==> src/rtl/lte_dl_trans_ctrl.sv <==
// -----------------------------------------------------------------------------
// lte_dl_trans_ctrl
//
// Control block for the LTE downlink path-transpose stage.
//  * Supervises the raw frame header and locks a flywheel frame timer to it
//    (SEARCH -> VERIFY -> LOCK).
//  * Regenerates a clean one-cycle frame header pulse while locked.
//  * Owns the 8 x 3-bit antenna-position map. Writes go to a shadow copy. A
//    commit moves the shadow copy into the active map only on a frame boundary
//    while locked, so the RAM write-address pattern never changes mid-frame.
//    When the timer is not locked, the commit takes effect on the next clock.
//
// Optional feature (macro ANT_MAP_CHECK_EN):
//    When this macro is defined, the shadow map must be a permutation of 0..7
//    at transfer time. If it is not, the transfer is dropped, the pending flag
//    still clears, and o_cfg_err pulses for one cycle. When the macro is not
//    defined, every commit transfers and o_cfg_err is tied low.
//
// Ports:
//   clk            datapath clock
//   asy_rst        asynchronous active-high reset
//   i_fram_hd      raw frame header pulse
//   cfg_wr         shadow map write strobe (cfg_addr / cfg_wdata)
//   cfg_addr       shadow entry index
//   cfg_wdata      antenna position for that entry
//   cfg_commit     request a shadow -> active transfer
//   o_fram_hd      regenerated frame header pulse (LOCK only)
//   o_ant_posinfo  active map; entry i in [4i+2:4i], bit 4i+3 is always 0
//   o_locked       timer locked
//   o_hd_err       one-cycle pulse per out-of-window header
//   o_cfg_pending  commit waiting for a boundary
//   o_cfg_err      commit rejected (optional feature)
// -----------------------------------------------------------------------------
module lte_dl_trans_ctrl #(
  parameter logic [23:0] FRAME_LEN = 24'd3686399,
  parameter int          TOL       = 4,
  parameter int          LOCK_CNT  = 3,
  parameter int          MISS_MAX  = 3
) (
  input  logic        clk,
  input  logic        asy_rst,
  input  logic        i_fram_hd,
  input  logic        cfg_wr,
  input  logic [2:0]  cfg_addr,
  input  logic [2:0]  cfg_wdata,
  input  logic        cfg_commit,
  output logic        o_fram_hd,
  output logic [31:0] o_ant_posinfo,
  output logic        o_locked,
  output logic        o_hd_err,
  output logic        o_cfg_pending,
  output logic        o_cfg_err
);

  localparam logic [23:0] TOL_W    = 24'(TOL);
  localparam logic [23:0] WIN_LO   = FRAME_LEN - TOL_W;
  localparam logic [23:0] WIN_HI   = FRAME_LEN + TOL_W;
  localparam logic [23:0] FCNT_SAT = WIN_HI + 24'd1;
  // The "header seen" flag is cleared one count before the early window opens.
  localparam logic [23:0] HD_CLR   = WIN_LO - 24'd1;
  localparam logic [3:0]  LOCK_W   = 4'(LOCK_CNT);
  localparam logic [3:0]  MISS_W   = 4'(MISS_MAX);

  typedef enum logic [1:0] {
    SEARCH = 2'd0,
    VERIFY = 2'd1,
    LOCK   = 2'd2
  } state_t;

  state_t      state_reg, state_next;
  logic [23:0] fcnt_reg, fcnt_next;
  logic [2:0]  good_cnt_reg, good_cnt_next;
  logic [2:0]  miss_cnt_reg, miss_cnt_next;
  logic        hd_ok_reg, hd_ok_next;      // header accepted since the early window opened
  logic        late_ok_reg, late_ok_next;  // late window armed by a header-less wrap
  logic        fram_hd_reg, fram_hd_next;
  logic        hd_err_reg, hd_err_next;
  logic        sync;
  logic        tol_miss;
  logic [3:0]  miss_sum;
  logic [3:0]  good_inc;
  logic        in_verify_win, in_early, at_end, in_late;

  assign good_inc      = {1'b0, good_cnt_reg} + 4'd1;
  assign in_verify_win = (fcnt_reg >= WIN_LO) && (fcnt_reg <= WIN_HI);
  assign in_early      = (fcnt_reg >= WIN_LO) && (fcnt_reg < FRAME_LEN);
  assign at_end        = (fcnt_reg == FRAME_LEN);
  assign in_late       = late_ok_reg && (fcnt_reg < TOL_W);

  // ---------------------------------------------------------------------------
  // Frame timer FSM: next state and next values
  // ---------------------------------------------------------------------------
  always_comb begin
    state_next    = state_reg;
    good_cnt_next = good_cnt_reg;
    miss_cnt_next = miss_cnt_reg;
    hd_ok_next    = hd_ok_reg;
    late_ok_next  = late_ok_reg;
    fram_hd_next  = 1'b0;
    hd_err_next   = 1'b0;
    sync          = 1'b0;
    tol_miss      = 1'b0;
    miss_sum      = 4'd0;
    fcnt_next     = fcnt_reg;

    case (state_reg)
      SEARCH: begin
        if (i_fram_hd) begin
          state_next    = VERIFY;
          good_cnt_next = 3'd0;
          sync          = 1'b1;
        end
      end

      VERIFY: begin
        if (i_fram_hd) begin
          sync = 1'b1;
          if (in_verify_win) begin
            if (good_inc == LOCK_W) begin
              state_next    = LOCK;
              good_cnt_next = 3'd0;
              miss_cnt_next = 3'd0;
              hd_ok_next    = 1'b1;
              late_ok_next  = 1'b0;
            end else begin
              good_cnt_next = good_inc[2:0];
            end
          end else begin
            hd_err_next   = 1'b1;
            good_cnt_next = 3'd0;
          end
        end else if (fcnt_reg > WIN_HI) begin
          state_next = SEARCH;
        end
      end

      LOCK: begin
        if (at_end) begin
          // Flywheel wrap. An on-time header here counts as accepted.
          sync         = 1'b1;
          fram_hd_next = 1'b1;
          if (i_fram_hd) begin
            hd_ok_next    = 1'b1;
            miss_cnt_next = 3'd0;
            late_ok_next  = 1'b0;
          end else begin
            late_ok_next  = 1'b1;
          end
        end else if (i_fram_hd && in_early) begin
          // An early header replaces the wrap, so there is still one pulse per frame.
          sync          = 1'b1;
          fram_hd_next  = 1'b1;
          hd_ok_next    = 1'b1;
          miss_cnt_next = 3'd0;
          late_ok_next  = 1'b0;
        end else if (i_fram_hd && in_late) begin
          // A late header realigns the timer. The wrap already produced this frame's pulse.
          sync          = 1'b1;
          hd_ok_next    = 1'b1;
          miss_cnt_next = 3'd0;
          late_ok_next  = 1'b0;
        end else begin
          if (i_fram_hd) begin
            hd_err_next = 1'b1;
          end
          if (fcnt_reg == TOL_W) begin
            tol_miss     = ~hd_ok_reg;
            late_ok_next = 1'b0;
          end
          if (fcnt_reg == HD_CLR) begin
            hd_ok_next = 1'b0;
          end
          miss_sum = {1'b0, miss_cnt_reg} + {3'd0, i_fram_hd} + {3'd0, tol_miss};
          if (miss_sum >= MISS_W) begin
            state_next    = SEARCH;
            miss_cnt_next = 3'd0;
          end else begin
            miss_cnt_next = miss_sum[2:0];
          end
        end
      end

      default: begin
        state_next = SEARCH;
      end
    endcase

    // The counter saturates while unlocked. In LOCK it wraps at FRAME_LEN and
    // never reaches the saturation value.
    if (sync) begin
      fcnt_next = 24'd0;
    end else if (fcnt_reg == FCNT_SAT) begin
      fcnt_next = FCNT_SAT;
    end else begin
      fcnt_next = fcnt_reg + 24'd1;
    end
  end

  always_ff @(posedge clk or posedge asy_rst) begin
    if (asy_rst) begin
      state_reg    <= SEARCH;
      fcnt_reg     <= 24'd0;
      good_cnt_reg <= 3'd0;
      miss_cnt_reg <= 3'd0;
      hd_ok_reg    <= 1'b0;
      late_ok_reg  <= 1'b0;
      fram_hd_reg  <= 1'b0;
      hd_err_reg   <= 1'b0;
    end else begin
      state_reg    <= state_next;
      fcnt_reg     <= fcnt_next;
      good_cnt_reg <= good_cnt_next;
      miss_cnt_reg <= miss_cnt_next;
      hd_ok_reg    <= hd_ok_next;
      late_ok_reg  <= late_ok_next;
      fram_hd_reg  <= fram_hd_next;
      hd_err_reg   <= hd_err_next;
    end
  end

  assign o_fram_hd = fram_hd_reg;
  assign o_hd_err  = hd_err_reg;
  assign o_locked  = (state_reg == LOCK);

  // ---------------------------------------------------------------------------
  // Antenna-position map: shadow and active copies
  // ---------------------------------------------------------------------------
  logic [2:0] shadow_reg [8];
  logic [2:0] active_reg [8];
  logic       pending_reg;
  logic       xfer;
  logic       xfer_ok;
  logic       perm_ok;

  // While locked, the transfer happens on the edge that raises o_fram_hd.
  // Otherwise it happens on the clock after the commit request.
  assign xfer    = pending_reg && ((state_reg != LOCK) || fram_hd_next);
  assign xfer_ok = xfer && perm_ok;

  always_ff @(posedge clk or posedge asy_rst) begin
    if (asy_rst) begin
      for (int i = 0; i < 8; i++) begin
        shadow_reg[i] <= 3'(i);
        active_reg[i] <= 3'(i);
      end
      pending_reg <= 1'b0;
    end else begin
      // The transfer reads the pre-write shadow. A write on the same edge
      // lands only in the shadow copy.
      if (cfg_wr) begin
        shadow_reg[cfg_addr] <= cfg_wdata;
      end
      if (xfer_ok) begin
        for (int i = 0; i < 8; i++) begin
          active_reg[i] <= shadow_reg[i];
        end
      end
      if (xfer) begin
        pending_reg <= 1'b0;
      end else if (cfg_commit) begin
        pending_reg <= 1'b1;
      end
    end
  end

  assign o_cfg_pending = pending_reg;

`ifdef ANT_MAP_CHECK_EN
  logic [7:0] present;
  logic       cfg_err_reg;

  // Every value 0..7 must appear exactly once. With eight entries, full
  // coverage of the values is the same as having no duplicates.
  always_comb begin
    present = 8'd0;
    for (int i = 0; i < 8; i++) begin
      present[shadow_reg[i]] = 1'b1;
    end
  end
  assign perm_ok = &present;

  always_ff @(posedge clk or posedge asy_rst) begin
    if (asy_rst) begin
      cfg_err_reg <= 1'b0;
    end else begin
      cfg_err_reg <= xfer && !perm_ok;
    end
  end
  assign o_cfg_err = cfg_err_reg;
`else
  assign perm_ok   = 1'b1;
  assign o_cfg_err = 1'b0;
`endif

  genvar gi;
  generate
    for (gi = 0; gi < 8; gi++) begin : g_pack
      assign o_ant_posinfo[4*gi +: 4] = {1'b0, active_reg[gi]};
    end
  endgenerate

endmodule
==> config.mk <==
export PLATFORM = sky130hd
export DESIGN_NAME = lte_dl_trans_ctrl
export DESIGN_NICKNAME = d
export VERILOG_FILES = /design/src/rtl/lte_dl_trans_ctrl.sv
export SDC_FILE = /design/constraint.sdc
export NUM_CORES = 1
export LEC_CHECK = 0
export CAP_MARGIN = 20
export CORE_MARGIN = 8
export CORE_UTILIZATION = 37
export CTS_CLUSTER_DIAMETER = 40
export DETAILED_ROUTE_END_ITERATION = 7
export PLACE_DENSITY = 0.53
export SETUP_SLACK_MARGIN = 0.05
export SLEW_MARGIN = 5
export SYNTH_ARGS = -nofsm -noshare
export SYNTH_HDL_FRONTEND = slang
export SYNTH_SLANG_ARGS = --single-unit
==> constraint.sdc <==
create_clock -name clk -period 3.4 [get_ports clk]
set_input_delay 0.68 -clock clk [delete_from_list [all_inputs] [get_ports clk]]
set_output_delay 0.68 -clock clk [all_outputs]
set_load 0.1 [all_outputs]
==> qor.yml, run 1 <==
run_status: "complete, no violations"
worst-path-buf-inv: 2
maximum_number_of_pins_on_one_net_before_global_route_repair: 86
routabilityCongestion: 0.8444
core-area_um2: 11520
worstHoldPathType: "register to register"
netlist-cell-type-count: 54
final_layout_size_suffix_gt1_share_pct: 34.10
globalRouteTotalUtil_pct: 12.35
critPathCaptureType: "register"
holdCritStartpoint: "shadow_reg[19]"
tightest_slew_ns: 0.9771
critPathLaunchType: "register"
cell_count_of_the_worst_reg_to_reg_path: 14
overflow: 0
clk-insertion-delay-late_ns: 0.35
cpMaxStageDelayCell: "sky130_fd_sc_hd__or4b_2"
design.portCount: 48
hold_viol: 0
cts-buffers-inserted: 9
die_height_um: 124.9
cts_tree: "built"
crit_path_max_incr_delay_ns: 0.60
clkSinkCount: 85
drv_cap: 0
rsz0062_at_grt: "no"
worstPathMaxFanout: 3
total_die_area_um2: 15590
setup_tns_ns: 0
timing.critical_path.arrival_ns: 3.42
max_freq_mhz: 318.7
finalCritPeriodShare_pct: 92.29
maximum_buffer_depth_of_the_clock_tree: 2
min_to: "o_ant_posinfo[5]"
share_of_synthesized_area_occupied_by_flip_flops_and_latches_pct: 49.19
cts.reportedPaths.clkPinSlew_ns: 0.07
cts-root-buf: "sky130_fd_sc_hd__clkbuf_16"
synthesis.yosys.warnings: 0
grt_pass1_wl_um: 15640
fraction_of_the_mapped_netlist_area_in_simple_logic_gates_pct: 17.83
cts_htree_levels: 3
buffer_ports.inserted: 38
worst_hold_path.num_cells: 1
reg2reg_from: "fcnt_reg[13]"
synth_area_per_cell_um2: 11.54
ctsHoldBuffers: 0
fp-row-count: 39
dieWidth_um: 124.9
syn-cell-area_um2: 4385
leakage_nw: 2.267
final_antenna_net_count: 0
ratio_of_total_power_to_cell_area_nw_per_um2: 723.1
clock-skew-final_ns: 0.01178
routed_via_density: 5.147
critPathKind: "register to register"
critical_path.cell_chain: "nor4_2 -> buf_4 -> nand4_1 -> nor3_2 -> nand2b_1 -> fa_2 -> inv_2 -> ha_2 -> nand2_1 -> a21oi_2 -> o221a_2 -> or4b_2 -> nor2_1 -> mux2_2"
vias: 2970
worstReg2RegEnd: "miss_cnt_reg[1]"
synth_ff_type: "sky130_fd_sc_hd__dfrtp_1"
first_pass_iters: 4
final-setup-viol-count: 0
reg_to_reg_slack_setup_ns: 0.26
yosys.area_share.xor_xnor_pct: 4.194
vias_in_the_first_global_route: 2992
period_needed_ns: 3.138
syn2layout_area_growth_pct: 18.86
worst_path_dominant_cell_family: "simple AND/OR/NAND/NOR gates"
synth-seq-cells: 85
main_combinational_cell_family_by_area_after_synthesis: "simple AND/OR/NAND/NOR gates"
synth_compound_gate_area_share_pct: 5.763
synth_mux_area_share_pct: 15.01
vdd_ir_drop_max_uv: 244.7
maxSlewHeadroom_pct: 34.65
synth_enable_flop_cells: 0
power_mw: 3.769
initial_utilization_pct: 38.08
layout_commonest_cell: "sky130_fd_sc_hd__dfrtp_1"
share_of_flip_flops_with_an_asynchronous_set_or_reset_pct: 100.0
avgRoutedWirePerCell_um: 16.17
adder_cell_share_of_the_synthesized_area_pct: 3.595
antenna_cells: 0
final_nets: 452
mapped_cells: 380
cp_data_required_time_ns: 3.68
antenna_found_initial: 0
layout_common_cells: "61 x sky130_fd_sc_hd__dfrtp_1, 37 x sky130_fd_sc_hd__buf_4, 35 x sky130_fd_sc_hd__nor2_1"
dp_hpwl_um: 6579
drt_first_iter_violations: 189
final_routed_wirelength_um: 9329
drcViolationCount: 0
pins_over_their_slew_limit: 0
-- what timing repair did --
item	CTS	global route
buffers inserted	0	2
resized for setup	0	7
endpoints found under the setup margin	0	2
-- stage by stage --
step / util, % / worst slack [ns] / area (um2) / instances / hold slack (ns)
floorplan: - / 0.3489 / 4415 / 388 / 0.4599
CTS: 44.90 / 0.07446 / 5171 / 575 / 0.5055
global route: 45.26 / 0.03153 / 5213 / 577 / 0.5245
finish: 45.26 / 0.2622 / 5213 / 577 / 0.4972
detailed placement: 42.26 / 0.08917 / 4867 / 559 / 0.4920
global placement: 42.26 / 0.1677 / 4867 / 559 / 0.4821
-- layout make-up --
class / count / area [um2]
tap: 143 / 178.9
timing repair buffer: 51 / 427.9
inverter: 13 / 50.05
multi-input combinational: 269 / 2095
fill: 1061 / 6304
clock inverter: 7 / 78.83
sequential: 85 / 2157
clock buffer: 9 / 225.2
-- cell usage after synthesis (9+ instances only) --
library cell | n | area share (%)
sky130_fd_sc_hd__ha_1 | 11 | 3.1
sky130_fd_sc_hd__buf_4 | 11 | 1.9
sky130_fd_sc_hd__xor2_1 | 14 | 2.8
sky130_fd_sc_hd__mux2_2 | 30 | 7.7
sky130_fd_sc_hd__dfrtp_1 | 61 | 35
sky130_fd_sc_hd__nand3_1 | 17 | 1.9
sky130_fd_sc_hd__o21ai_0 | 9 | 1.0
sky130_fd_sc_hd__inv_1 | 13 | 1.1
sky130_fd_sc_hd__nand2_1 | 23 | 2.0
sky130_fd_sc_hd__dfstp_2 | 24 | 14
sky130_fd_sc_hd__nor3_1 | 11 | 1.3
sky130_fd_sc_hd__nor2_1 | 35 | 3.0
sky130_fd_sc_hd__mux2_4 | 20 | 6.8
-- how the worst max path moves through the flow --
stage / start / to / slack, ns / depth (start not counted)
floorplan: fcnt_reg[12] / miss_cnt_reg[0] / 0.35 / 13
global placement: fcnt_reg[13] / miss_cnt_reg[1] / 0.17 / 14
detailed placement: fcnt_reg[13] / miss_cnt_reg[1] / 0.09 / 14
CTS: fcnt_reg[13] / miss_cnt_reg[1] / 0.07 / 14
global route: fcnt_reg[13] / miss_cnt_reg[0] / 0.03 / 14
finish: fcnt_reg[13] / miss_cnt_reg[1] / 0.26 / 14
-- cell families after synthesis --
| kind of cell | count (synthesis) |
|---|---|
| other | 1 |
| AND/OR/NAND/NOR | 140 |
| XOR/XNOR | 21 |
| multiplexers | 52 |
| AO/OA/AOI/OAI | 35 |
| buffers and inverters | 34 |
| adder cells (fa/ha/maj) | 12 |
| flip-flops | 85 |
-- report_power, final --
group | total (mW) | internal (mW) | switching (mW)
logic | 1.40 | 0.387 | 1.02
registers | 1.37 | 1.25 | 0.120
clock network | 0.998 | 0.577 | 0.422
-- metal layers --
metal / track usage [%] / up-vias / routed length, um
met3: 3.810 / 10 / 449
li1: - / 1430 / -
met1: 15.98 / 1473 / 4518
met2: 19.05 / 57 / 4224
met4: 4.370 / 0 / 137
met5: 0 / - / 0
No activity file was read; power rests on OpenSTA's default activity.
==> inputs of run 2 (changes only) <==
--- a/config.mk
+++ b/config.mk
@@ -8,2 +8,3 @@
 export CAP_MARGIN = 20
+export CORE_ASPECT_RATIO = 1.2
 export CORE_MARGIN = 8
--- a/constraint.sdc
+++ b/constraint.sdc
@@ -3,2 +3,2 @@
 set_output_delay 0.68 -clock clk [all_outputs]
-set_load 0.1 [all_outputs]
+set_load 0.05 [all_outputs]
==> qor.yml, run 2 (synthesized netlist as in run 1, its figures left out) <==
cts-buffers-inserted: 9  # unchanged
avgRoutedWirePerCell_um: 15.58  # was 16.17 um
run_status: "complete, no violations"  # unchanged
ratio_of_total_power_to_cell_area_nw_per_um2: 644.8  # was 723.1 nW/um2
drv_cap: 0  # unchanged
hold_viol: 0  # unchanged
drcViolationCount: 0  # unchanged
maximum_buffer_depth_of_the_clock_tree: 2  # unchanged
total_switching_power_mw: 1.173  # was 1.559 mW
die_height_um: 135.3  # was 124.9 um
total_die_area_um2: 15610  # was 15590 um2
core-area_um2: 11570  # was 11520 um2
layout_common_cells: "60 x sky130_fd_sc_hd__dfrtp_1, 38 x sky130_fd_sc_hd__clkdlybuf4s50_1, 35 x sky130_fd_sc_hd__nor2_1"  # was 61 x sky130_fd_sc_hd__dfrtp_1, 37 x sky130_fd_sc_hd__buf_4, 35 x sky130_fd_sc_hd__nor2_1
critical_path.cell_chain: "nor4_4 -> nand4b_1 -> nor3_2 -> nand2b_1 -> fa_1 -> inv_1 -> ha_1 -> nand2_1 -> a21oi_1 -> o221a_2 -> or4b_4 -> nor2_1 -> mux2_2"  # was nor4_2 -> buf_4 -> nand4_1 -> nor3_2 -> nand2b_1 -> fa_2 -> inv_2 -> ha_2 -> nand2_1 -> a21oi_2 -> o221a_2 -> or4b_2 -> nor2_1 -> mux2_2
ctsHoldBuffers: 0  # unchanged
vias: 3009  # was 2970
clkSinkCount: 85  # unchanged
antenna_cells: 0  # unchanged
reg_to_reg_slack_setup_ns: 0.40  # was 0.26 ns
leakage_nw: 2.249  # was 2.267 nW
layout_commonest_cell: "sky130_fd_sc_hd__dfrtp_1"  # unchanged
buffer_ports.inserted: 38  # unchanged
finish.utilization_pct: 45.83  # was 45.26%
critPathLaunchType: "register"  # unchanged
rsz0062_at_grt: "no"  # unchanged
cts-root-buf: "sky130_fd_sc_hd__clkbuf_16"  # unchanged
overflow: 0  # unchanged
syn2layout_area_growth_pct: 20.88  # was 18.86%
final_routed_wirelength_um: 9205  # was 9329 um
finalCritPeriodShare_pct: 88.20  # was 92.29%
worstPathMaxFanout: 5  # was 3
vias_in_the_first_global_route: 3079  # was 2992
tightest_slew_ns: 0.7377  # was 0.9771 ns
cts_tree: "built"  # unchanged
globalRouteTotalUtil_pct: 12.68  # was 12.35%
critPathKind: "register to register"  # unchanged
timing.critical_path.arrival_ns: 3.28  # was 3.42 ns
worstHoldPathType: "register to register"  # unchanged
design.portCount: 48  # unchanged
period_needed_ns: 2.999  # was 3.138 ns
cp_data_required_time_ns: 3.68  # about the same
final_antenna_net_count: 0  # unchanged
first_pass_iters: 4  # unchanged
power.share.combinational_pct: 30.6  # was 37.3%
antenna_found_initial: 0  # unchanged
share_seq_of_total_power_pct: 39.8  # was 36.2%
dp_hpwl_um: 6671  # was 6579 um
initial_utilization_pct: 37.91  # was 38.08%
final_nets: 452  # unchanged
grt_pass1_wl_um: 15640  # unchanged
routabilityCongestion: 0.8075  # was 0.8444
maximum_number_of_pins_on_one_net_before_global_route_repair: 46  # was 86
dpl-instance-area_um2: 4955  # was 4867 um2
setup_tns_ns: 0  # unchanged
final-setup-viol-count: 0  # unchanged
vdd_ir_drop_max_uv: 278.5  # was 244.7 uV
fp-row-count: 43  # was 39
critPathCaptureType: "register"  # unchanged
routed_via_density: 5.091  # was 5.147
dieWidth_um: 115.4  # was 124.9 um
crit_path_max_incr_delay_ns: 0.46  # was 0.60 ns
power.clock.fraction_pct: 29.6  # was 26.5%
cts_htree_levels: 3  # unchanged
power_mw: 3.418  # was 3.769 mW
drt_first_iter_violations: 152  # was 189
clk-insertion-delay-late_ns: 0.34  # was 0.35 ns
final_cell_area_um2: 5301  # was 5213 um2
cts.reportedPaths.clkPinSlew_ns: 0.07  # about the same
switching_share_pct: 34.31  # was 41.37%
clock-skew-final_ns: 0.005956  # was 0.01178 ns
max_freq_mhz: 333.5  # was 318.7 MHz
fill_cells: 1065  # was 1061
cpMaxStageDelayCell: "sky130_fd_sc_hd__or4b_4"  # was sky130_fd_sc_hd__or4b_2
internal-power_mw: 2.245  # was 2.210 mW
maxSlewHeadroom_pct: 50.77  # was 34.65%
pins_over_their_slew_limit: 0  # unchanged
final_layout_size_suffix_gt1_share_pct: 27.65  # was 34.10%
[run 2: metal layers]
layer / track usage, % / part of all wire (%) / vias to the layer above
li1: - / - / 1430
met1: 15.17 / 43 / 1496
met2: 21.00 / 49 / 71
met3: 3.033 / 5.9 / 12
met4: 5.852 / 1.9 / 0
met5: 0 / 0 / -
[run 2: cell type report]
class	instances	area, um2	share of cell area, %
timing repair buffer	51	490.5	9.252
multi-input combinational	269	2098	39.58
inverter	13	50.05	0.9441
tap	157	196.4	3.705
clock inverter	7	82.58	1.558
clock buffer	9	225.2	4.248
sequential	85	2158	40.71
[run 2: worst max-delay path, delay by kind of cell (launching register included)]
| kind | cells | cell delay [ns] |
|---|---|---|
| and+or+nand+nor | 7 | 1.42 |
| adders and majority gates | 2 | 0.52 |
| DFF | 1 | 0.45 |
| AOI/OAI and AO/OA | 2 | 0.34 |
| muxes | 1 | 0.15 |
| buffers and inverters | 1 | 0.08 |
[run 2: power by group through the flow]
stage | combinational, mW | sequential [mW] | clock (mW)
global route | 1.12 | 1.39 | 1.08
CTS | 1.05 | 1.36 | 1.04
detailed placement | 1.05 | 1.38 | 0
floorplan | 0.440 | 1.69 | 0
global placement | 1.04 | 1.38 | 0
finish | 1.04 | 1.36 | 1.01
[run 2: stage by stage]
stage,worst slack [ns],cells,hold WS [ns]
floorplan,0.3503,388,0.4599
global placement,0.1485,574,0.4796
detailed placement,0.09804,574,0.4872
CTS,0.08336,590,0.5042
global route,0.1618,591,0.5215
finish,0.4012,591,0.5040
[run 2: final timing paths]
kind | from | to | cells after the start
worst max register to register | fcnt_reg[7] | miss_cnt_reg[0] | 13
min in group asynchronous | asy_rst | o_ant_posinfo[5] | 2
worst min-delay path | shadow_reg[9] | o_ant_posinfo[16] | 1
worst min register to register | shadow_reg[9] | o_ant_posinfo[16] | 1
worst max-delay path | fcnt_reg[7] | miss_cnt_reg[0] | 13
max in group asynchronous | asy_rst | shadow_reg[0] | 3
[run 2: timing repair]
action	4_1_cts	5_1_grt
setup buffers	0	1
endpoints found under the setup margin	0	4
resized for setup	0	6
==> inputs of run 3 (changes only) <==
- clock period: 3.4 -> 2.8 ns (I/O delays scaled with it)
==> qor.yml, run 3 (synthesized netlist as in run 1, its figures left out) <==
area_occupied_by_multi_input_gates_um2: 2166  # was 2098 um2
pins_over_their_slew_limit: 0  # unchanged
vias: 3076  # was 3009
core-area_um2: 11570  # unchanged
fp-row-count: 43  # unchanged
clk-insertion-delay-late_ns: 0.34  # about the same
dp_hpwl_um: 7351  # was 6671 um
finish.utilization_pct: 48.88  # was 45.83%
vdd_ir_drop_max_uv: 306.9  # was 278.5 uV
maximum_buffer_depth_of_the_clock_tree: 2  # unchanged
antenna_cells: 0  # unchanged
timing.critical_path.arrival_ns: 3.18  # was 3.28 ns
wirelength_met1_um: 4315  # was 3944 um
critPathCaptureType: "register"  # unchanged
cts_htree_levels: 3  # unchanged
power_mw: 4.251  # was 3.418 mW
period_needed_ns: 2.895  # was 2.999 ns
cts-root-buf: "sky130_fd_sc_hd__clkbuf_16"  # unchanged
hold_viol: 0  # unchanged
drv_cap: 0  # unchanged
max_freq_mhz: 345.5  # was 333.5 MHz
design.portCount: 48  # unchanged
leakage_nw: 2.457  # was 2.249 nW
failing_checks: "setup timing"
top_signal_layer_used: "met4"  # unchanged
critPathLaunchType: "register"  # unchanged
total_die_area_um2: 15610  # unchanged
layout_common_cells: "60 x sky130_fd_sc_hd__dfrtp_1, 42 x sky130_fd_sc_hd__buf_4, 38 x sky130_fd_sc_hd__clkdlybuf4s50_1"  # was 60 x sky130_fd_sc_hd__dfrtp_1, 38 x sky130_fd_sc_hd__clkdlybuf4s50_1, 35 x sky130_fd_sc_hd__nor2_1
postLayoutSetupSlackWorst_ns: -0.09470  # was 0.4012 ns
cts.reportedPaths.clkPinSlew_ns: 0.07  # about the same
dieWidth_um: 115.4  # unchanged
layout.area.seq_um2: 2158  # unchanged
cts_tree: "built"  # unchanged
tightest_slew_ns: 0.6964  # was 0.7377 ns
fill_cells: 1066  # was 1065
drcViolationCount: 0  # unchanged
final_nets: 485  # was 452
critPathKind: "register to register"  # unchanged
final_routed_wirelength_um: 9870  # was 9205 um
maxSlewHeadroom_pct: 53.08  # was 50.77%
globalRouteTotalUtil_pct: 13.53  # was 12.68%
routabilityCongestion: 0.8328  # was 0.8075
die_height_um: 135.3  # unchanged
drt_first_iter_violations: 166  # was 152
wl_met3_um: 471  # was 546 um
worstHoldPathType: "register to register"  # unchanged
clock-skew-final_ns: 0.007441  # was 0.005956 ns
final-setup-viol-count: 3  # was 0
cts-buffers-inserted: 9  # unchanged
run_status: "finished with violations"  # was complete, no violations
cp_data_required_time_ns: 3.08  # was 3.68 ns
overflow: 0  # unchanged
final_antenna_net_count: 0  # unchanged
initial_utilization_pct: 37.91  # unchanged
met2_length_um: 4930  # was 4539 um
finalCritPeriodShare_pct: 103.4  # was 88.20%
avgRoutedWirePerCell_um: 15.82  # was 15.58 um
syn2layout_area_growth_pct: 28.93  # was 20.88%
grt_pass1_wl_um: 16530  # was 15640 um
maximum_number_of_pins_on_one_net_before_global_route_repair: 46  # unchanged
routed_via_density: 4.929  # was 5.091
worstPathMaxFanout: 2  # was 5
vias_in_the_first_global_route: 3147  # was 3079
final_layout_size_suffix_gt1_share_pct: 34.48  # was 27.65%
antenna_found_initial: 0  # unchanged
buffer_ports.inserted: 38  # unchanged
clkSinkCount: 85  # unchanged
layout_commonest_cell: "sky130_fd_sc_hd__dfrtp_1"  # unchanged
first_pass_iters: 4  # unchanged
ratio_of_total_power_to_cell_area_nw_per_um2: 751.8  # was 644.8 nW/um2
rsz0062_at_grt: "yes"  # was no
-- run 3: worst paths after layout --
check	from	depth (start not counted)	slack, ns	to
hold reg to reg	shadow_reg[3]	1	0.50	o_ant_posinfo[24]
hold / removal	shadow_reg[3]	1	0.50	o_ant_posinfo[24]
setup reg to reg	fcnt_reg[11]	13	-0.09	miss_cnt_reg[1]
setup / recovery	fcnt_reg[11]	13	-0.09	miss_cnt_reg[1]
max in group asynchronous	asy_rst	3	1.59	shadow_reg[4]
min in group asynchronous	asy_rst	2	0.56	fcnt_reg[11]
-- run 3: cell type report --
type / instances / share of cell area (%)
well taps: 157 / 3.474
clock inverters: 7 / 1.461
multi-input cells: 269 / 38.31
repair buffers: 84 / 13.72
inverters: 13 / 0.8852
flip-flops and latches: 85 / 38.17
clock buffers: 9 / 3.983
-- run 3: routing by layer --
metal	track usage, %	vias to the layer above
li1	-	1490
met1	16.35	1520
met2	22.56	55
met3	3.345	11
met4	5.267	0
met5	0	-
-- run 3: stage by stage --
| step | cell area [um2] | TNS (ns) | instances | hold slack, ns | worst slack, ns |
|---|---|---|---|---|---|
| floorplan | 4457 | 0 | 388 | 0.4599 | 0.04904 |
| global placement | 5274 | -0.1224 | 606 | 0.4814 | -0.05780 |
| detailed placement | 5274 | -0.3734 | 606 | 0.4902 | -0.1113 |
| CTS | 5593 | -0.3114 | 622 | 0.5047 | -0.1249 |
| global route | 5654 | -1.007 | 624 | 0.5238 | -0.2797 |
| finish | 5654 | -0.1996 | 624 | 0.4987 | -0.09470 |
-- run 3: repair_timing --
action / in CTS / in global routing
buffers inserted: 0 / 2
pin swaps: 1 / 7
resized for setup: 1 / 11
hold endpoints to repair: 0 / 0
cloned: 0 / 0
endpoints found under the setup margin: 4 / 4
hold buffers: 0 / 0
-- run 3: critical path, stage by stage, from the launching register on --
cell and delay (ns):
sky130_fd_sc_hd__dfrtp_1 0.41, sky130_fd_sc_hd__nor4_4 0.30, sky130_fd_sc_hd__nand4_1 0.18, sky130_fd_sc_hd__nor3_2 0.23, sky130_fd_sc_hd__nand2b_1 0.10, sky130_fd_sc_hd__fa_2 0.34, sky130_fd_sc_hd__inv_2 0.08, sky130_fd_sc_hd__ha_4 0.13
sky130_fd_sc_hd__nand2_2 0.05, sky130_fd_sc_hd__a21oi_2 0.12, sky130_fd_sc_hd__o221a_4 0.19, sky130_fd_sc_hd__or4b_4 0.47, sky130_fd_sc_hd__nor2_2 0.09, sky130_fd_sc_hd__mux2_4 0.15
-- run 3: report_power, final --
part	internal, mW	switching, mW	total, mW
clock network	0.707	0.526	1.23
registers	1.51	0.120	1.63
logic	0.576	0.809	1.38
total	2.80	1.45	4.25
